## src/rtl/fifo_wr_status.sv

```systemverilog
// Write-domain status stage for the async FIFO.
// The read-side gray pointer is synchronised into clk_i. The true binary write
// pointer is rebuilt from the lagging gray write pointer. A registered full flag
// is then produced to drive the write counter's forbid input.
// Optional build macro FIFO_WR_LEVEL_EN adds the registered level_o and afull_o.
module fifo_wr_status #(
  parameter int unsigned CNT_WIDTH    = 5,
  parameter int unsigned SYNC_STAGES  = 2,
  parameter int unsigned AFULL_THRESH = 28
) (
  input  logic                 clk_i,
  input  logic                 rst_i,
  input  logic                 wr_en_i,
  input  logic [CNT_WIDTH:0]   wptr_gray_i,
  input  logic [CNT_WIDTH:0]   rptr_gray_i,
  output logic                 full_o,
  output logic [CNT_WIDTH:0]   rptr_sync_o
`ifdef FIFO_WR_LEVEL_EN
  ,
  output logic                 afull_o,
  output logic [CNT_WIDTH:0]   level_o
`endif
);

  localparam int unsigned PW = CNT_WIDTH + 1;

  function automatic logic [PW-1:0] gray2bin(input logic [PW-1:0] g);
    logic [PW-1:0] b;
    b = '0;
    for (int unsigned i = 0; i < PW; i++) begin
      b[i] = ^(g >> i);
    end
    return b;
  endfunction

  function automatic logic [PW-1:0] bin2gray(input logic [PW-1:0] b);
    return b ^ (b >> 1);
  endfunction

  logic [PW-1:0] sync_q [SYNC_STAGES];
  logic [PW-1:0] rsync;
  logic          wr_acc;
  logic          inc_d, inc_q;
  logic          full_d, full_q;
  logic [PW-1:0] wbin_cur;
  logic [PW-1:0] wbin_next;
  logic [PW-1:0] wgray_next;
  logic [PW-1:0] rgray_full;

  assign rsync       = sync_q[SYNC_STAGES-1];
  assign rptr_sync_o = rsync;
  assign full_o      = full_q;

  // Plain flop chain carrying the read gray pointer into the write clock.
  always_ff @(posedge clk_i or posedge rst_i) begin
    if (rst_i) begin
      for (int unsigned i = 0; i < SYNC_STAGES; i++) begin
        sync_q[i] <= '0;
      end
    end else begin
      sync_q[0] <= rptr_gray_i;
      for (int unsigned i = 1; i < SYNC_STAGES; i++) begin
        sync_q[i] <= sync_q[i-1];
      end
    end
  end

  // The gray input trails the binary counter by one cycle.
  // inc_q re-adds the write accepted last cycle so wbin_cur matches the counter.
  always_comb begin
    wr_acc     = wr_en_i && !full_q;
    inc_d      = wr_acc;
    wbin_cur   = gray2bin(wptr_gray_i) + PW'(inc_q);
    wbin_next  = wbin_cur + PW'(wr_acc);
    wgray_next = bin2gray(wbin_next);
    rgray_full = {~rsync[CNT_WIDTH:CNT_WIDTH-1], rsync[CNT_WIDTH-2:0]};
    full_d     = (wgray_next == rgray_full);
  end

  // Full flag and accepted-write term registers.
  always_ff @(posedge clk_i or posedge rst_i) begin
    if (rst_i) begin
      full_q <= 1'b0;
      inc_q  <= 1'b0;
    end else begin
      full_q <= full_d;
      inc_q  <= inc_d;
    end
  end

`ifdef FIFO_WR_LEVEL_EN
  localparam logic [PW-1:0] AFULL_T = PW'(AFULL_THRESH);

  logic [PW-1:0] level_d, level_q;
  logic          afull_d, afull_q;

  assign level_o = level_q;
  assign afull_o = afull_q;

  // Fill level as seen from the write side; modular subtraction handles pointer wrap.
  always_comb begin
    level_d = wbin_next - gray2bin(rsync);
    afull_d = (level_d >= AFULL_T);
  end

  // Level and almost-full registers, updated in step with full_q.
  always_ff @(posedge clk_i or posedge rst_i) begin
    if (rst_i) begin
      level_q <= '0;
      afull_q <= 1'b0;
    end else begin
      level_q <= level_d;
      afull_q <= afull_d;
    end
  end
`endif

endmodule

```

## config.mk

```make
export PLATFORM = sky130hd
export DESIGN_NAME = fifo_wr_status
export DESIGN_NICKNAME = d
export VERILOG_FILES = /design/src/rtl/fifo_wr_status.sv
export SDC_FILE = /design/constraint.sdc
export NUM_CORES = 1
export LEC_CHECK = 0
export CELL_PAD_IN_SITES_DETAIL_PLACEMENT = 1
export CELL_PAD_IN_SITES_GLOBAL_PLACEMENT = 1
export CORE_UTILIZATION = 37
export CTS_BUF_LIST = sky130_fd_sc_hd__clkbuf_4 sky130_fd_sc_hd__clkbuf_8
export CTS_CLUSTER_DIAMETER = 50
export CTS_CLUSTER_SIZE = 25
export DETAILED_ROUTE_END_ITERATION = 16
export HOLD_SLACK_MARGIN = 0.05
export PLACE_DENSITY = 0.9
export SYNTH_ARGS = -nofsm -noshare
export SYNTH_HDL_FRONTEND = slang
export SYNTH_SLANG_ARGS = --single-unit
```

## constraint.sdc

```tcl
create_clock -name clk_i -period 2.7 [get_ports clk_i]
set_clock_uncertainty 0.05 [all_clocks]
set_input_delay 0.405 -clock clk_i [delete_from_list [all_inputs] [get_ports clk_i]]
set_output_delay 0.405 -clock clk_i [all_outputs]
set_load 0.02 [all_outputs]
```

; Word level (Yosys, flattened, before mapping)
; Index checks and enable logic that the tools add are counted.
[word_totals]
reg_bits = 14
output_inout_bits = 7
word_cells = 17
[classes]
n_addsub = 2
n_eq_ne = 1
bitwise = 2
n_reduce_logical = 8
[op_table]
columns = cell, count
row1 = 6-bit parity, 6
row2 = 6-bit by 1-bit adder with 6-bit output, 2
row3 = 6-bit equality test, 1
row4 = 6-bit by 5-bit bitwise XOR with 6-bit output, 1
row5 = 2-bit NOT, 1
row6 = 1-bit logical AND, 1
row7 = 1-bit zero test, 1

; Longest topological paths before layout
; Gate-level depths: netlist of run 1.
[depth]
word_depth = 5
depth_mapped = 13
mapped_depth_nobuf = 13

; Worst setup path after synthesis of run 1
; Ideal clock, no wire load.
[synth_timing]
path_kind = input to register
from = input wptr_gray_i[4]
to = register full_q, in the netlist full_o
setup_ps = 99
t_arrival_ps = 3160
required_time_ps = 2551
setup_slack_ps = -609
path_stages = 13
path_buffers = 0
cell_sequence = xor2_2 xor2_2 xnor2_1 xnor2_1 xor2_1 fa_1 ha_1 nand2b_1 mux2i_1 xnor2_1 mux2i_1 mux2i_1 a311oi_1
[synth_between]
elab_chain_cells = 5
elab_cells_between_ends = 9
[synth_rtl]
columns = item, line_no
row1 = "start, declared", 14  ; input logic [CNT_WIDTH:0] wptr_gray_i,
row2 = 6-bit parity, 31  ; b[i] = ^(g >> i);
row3 = 6-bit by 1-bit adder with 6-bit output *, 73  ; wbin_cur = gray2bin(wptr_gray_i) + PW'(inc_q);
row4 = 6-bit by 1-bit adder with 6-bit output *, 74  ; wbin_next = wbin_cur + PW'(wr_acc);
row5 = 6-bit by 5-bit bitwise XOR with 6-bit output *, 37  ; return b ^ (b >> 1);
row6 = 6-bit equality test *, 77  ; full_d = (wgray_next == rgray_full);
row7 = named net full_d, 44  ; logic full_d, full_q;
row8 = "end signal, assigned", 86  ; full_q <= full_d;
row9 = "end, declared", 44
; Mark *: on every way through the listed nets, which the timed path passes. The rest lies on a longest branch.

; Final worst setup path of run 1
[layout_timing]
from = input wptr_gray_i[5]
to = register full_q, in the netlist full_o
; The elaborated chain is that of the path after synthesis.

==> impl_metrics.py, run 1 <==
metrics = {
    "clocking": {
        "cts_buffer_depth": 2,
        "cts_tree": "done",
        "htreeDepth": 1,
        "cts.sinks": 14,
        "cts.clk_slew.worst_paths_ns": 0.07,
        "clock-root-buffer": "clkbuf_4",
        "ctsHoldBuffers": 0,
        "tritoncts.num_buffers": 3,
        "insertion_delay_ns": 0.27,
    },
    "floorplan": {
        "fp.coreArea_um2": 1780,
        "initial_core_util_pct": 40.8,
        "die-area_um2": 2150,
        "die_y_um": 46.3,
        "pin_count": 22,
        "die_x_um": 46.3,
        "row_count": 15,
    },
    "sta": {
        "drv_slew": 0,
        "hold_violations": 0,
        "fin_hold_ws_ns": 0.299,
        "rsz0062_at_grt": "yes",
        "slew_headroom_pct": 67.1,
        "setup_viol": 1,
        "period_share_pct": 107,
        "setup_ws_ns": -0.184,
        "fmax_mhz": 347,
        "setup-tns-final_ns": -0.184,
        "max_slew.worst_pin.slew_ns": 0.493,
        "min_period_ns": 2.88,
    },
    "cells_and_area": {
        "instances_no_fill": 117,
        "nFillCells": 183,
        "regArea_um2": 350,
        "multi_input_area_um2": 419,
        "layout-drive-gt1-share_pct": 34.8,
        "diodes": 0,
        "post-route-util_pct": 64.3,
        "nets": 111,
        "syn2layout_area_growth_pct": 57.7,
    },
    "synthesis": {
        "avgSynthCellArea_um2": 11.9,
        "yosys_most_used_dff": "dfrtp_1",
        "synthSimpleGateAreaFrac_pct": 11.9,
        "yosysUniqueCellTypes": 22,
        "synth_nets": 78,
        "synth_fa_ha_area_share_pct": 4.48,
        "muxShareOfSynthArea_pct": 8.26,
        "synthXorXnorAreaFrac_pct": 18.8,
        "synth_top_family_by_area": "XOR/XNOR gates",
        "synthCells": 61,
        "ys_warn_count": 0,
        "yosysSeqAreaShare_pct": 48.2,
        "synth_edf_count": 0,
        "ys_ff_latch": 14,
        "synth_compound_area_share_pct": 1.20,
        "syn_area_um2": 727,
        "async_reset_ff_share_pct": 100,
    },
    "detailed_routing": {
        "drc": 0,
        "wl_per_cell_um": 13.3,
        "first_pass_iters": 4,
        "vias": 542,
        "first_iter_violations": 3,
        "ant_nets": 0,
        "vias_per_cell": 4.63,
        "wirelength_um": 1550,
    },
    "worst_setup_path": {
        "crit_type": "input port to flip-flop",
        "cp-end-kind": "flip-flop",
        "path_max_fanout": 3,
        "critPathLaunchType": "input port",
        "critPathRequiredTime_ns": 2.82,
        "critPathArrivalTime_ns": 3.01,
    },
    "global_route": {
        "antenna_found_initial": 0,
        "grt_max_degree": 15,
        "grt_usage_pct": 16.9,
        "grt_pass1_wl_um": 2380,
        "grt_pass1_vias": 565,
        "grt_overflow_total": 0,
    },
    "place": {
        "portBuffers": 21,
        "place.gp.congestion": 0.755,
        "dp_cells": 109,
        "dp_hpwl_um": 1220,
    },
    "power": {
        "vdd.ir_drop.worst_mv": 0.417,
        "powerDensity_nw_per_um2": 556,
        "p_total_mw": 0.637,
        "p_leak_nw": 0.499,
    },
    "worst_hold_path": {
        "min_path_type": "flip-flop to flip-flop",
    },
    "run_status": {
        "violations": "setup timing",
        "outcome": "finished, violations left",
    },
    "job": {
        "max-cap-violations": 0,
    },
}
==> layer usage <==
metal / vias up / routed length [µm] / GRT usage, %
li1: 255 / - / -
met1: 267 / 553 / 17.9
met2: 16 / 915 / 31.7
met3: 4 / 41 / 1.18
met4: 0 / 41 / 10.6
met5: - / 0 / 0
==> synth_stat cells (all sizes together), types with 2 or more instances <==
cell / count / area (µm²)
buf: 6 / 45.0
dfrtp: 14 / 350
mux2i: 6 / 60.1
nand2: 2 / 7.51
nand2b: 2 / 12.5
nand3: 2 / 10.0
nor2: 4 / 15.0
nor3: 2 / 10.0
xnor2: 8 / 77.6
xor2: 5 / 58.8
==> through the flow <==
stage | instance area (µm²) | worst slack [ns]
after detailed placement | 1030 | -1.09
after CTS | 1120 | -0.342
after global placement | 1030 | -0.991
after global routing | 1150 | -0.336
final | 1150 | -0.184
after floorplan | 767 | -0.437
==> placed cells by master, fill, tap and decap left out, types with 2 or more instances in the layout <==
cell type and count:
clkdlybuf4s50_1 17, buf_4 13, nor3_1 2, nand3_1 2, mux2i_1 5, buf_6 2, xnor2_1 3, nor2_1 4
xor2_1 2, clkbuf_4 3, xor2_4 2, dfrtp_1 14, nand2_1 2, xnor2_2 5
==> logic make-up after synthesis <==
logic type      count (synthesis)
flops                          14
compound gates                  1
xor+xnor                       13
fa+ha+maj                       2
simple gates                   17
buf+inv                         8
mux                             6
==> flip-flops by register name, indices dropped and copies added (netlist names) <==
| register | flops |
|---|---|
| inc_q | 1 |
| full_o | 1 |
| sync_q | 6 |
| rptr_sync_o | 6 |
==> layout make-up <==
cell class	instances	share of cell area (%)
repair buffers	35	27.8
multi-input cells	39	36.6
inverters	1	0.328
flip-flops and latches	14	30.6
well taps	25	2.73
clock buffers	3	1.97
==> final timing paths <==
kind / startpoint / end / slack, ns / depth (start not counted)
min in group asynchronous: rst_i / sync_q[6]$_DFF_PP0_ / 0.41 / 2
worst max-delay path: wptr_gray_i[5] / full_o$_DFF_PP0_ / -0.18 / 14
worst max register to register: full_o$_DFF_PP0_ / full_o$_DFF_PP0_ / 0.44 / 9
worst min-delay path: sync_q[8]$_DFF_PP0_ / rptr_sync_o[2]$_DFF_PP0_ / 0.30 / 0
worst min register to register: sync_q[8]$_DFF_PP0_ / rptr_sync_o[2]$_DFF_PP0_ / 0.30 / 0
max in group asynchronous: rst_i / rptr_sync_o[3]$_DFF_PP0_ / 1.85 / 2
==> where the power goes <==
group	internal (mW)	leakage [nW]	switching [mW]
combinational	0.172	0.320	0.128
clock	0.0516	0.0138	0.0583
sequential	0.221	0.165	0.00651
total	0.444	0.499	0.193
==> timing repair <==
| action | in CTS | in global routing |
|---|---|---|
| buffers inserted | 3 | 2 |
| pin swaps | 11 | 9 |
| gates resized for setup | 23 | 2 |
| setup endpoints to repair | 1 | 1 |
| gates cloned | 0 | 0 |
| hold endpoints to repair | 0 | 0 |
==> critical path, stage by stage <==
cell      delay, ns
buf_8          0.10
xor2_4         0.19
xor2_4         0.20
xnor2_2        0.16
xnor2_2        0.17
xor2_2         0.16
fa_2           0.38
ha_4           0.19
nand2b_4       0.07
mux2i_4        0.25
xnor2_2        0.16
mux2i_1        0.24
mux2i_1        0.10
a311oi_1       0.22
No activity file was read; power rests on OpenSTA's default activity.
==> run 2: changes to the inputs <==
Settings changed: CTS_BUF_LIST sky130_fd_sc_hd__clkbuf_4 sky130_fd_sc_hd__clkbuf_8 to sky130_fd_sc_hd__clkbuf_4.
==> results of run 2 <==
The final DEF is identical to that of run 1; final timing and power are the same.
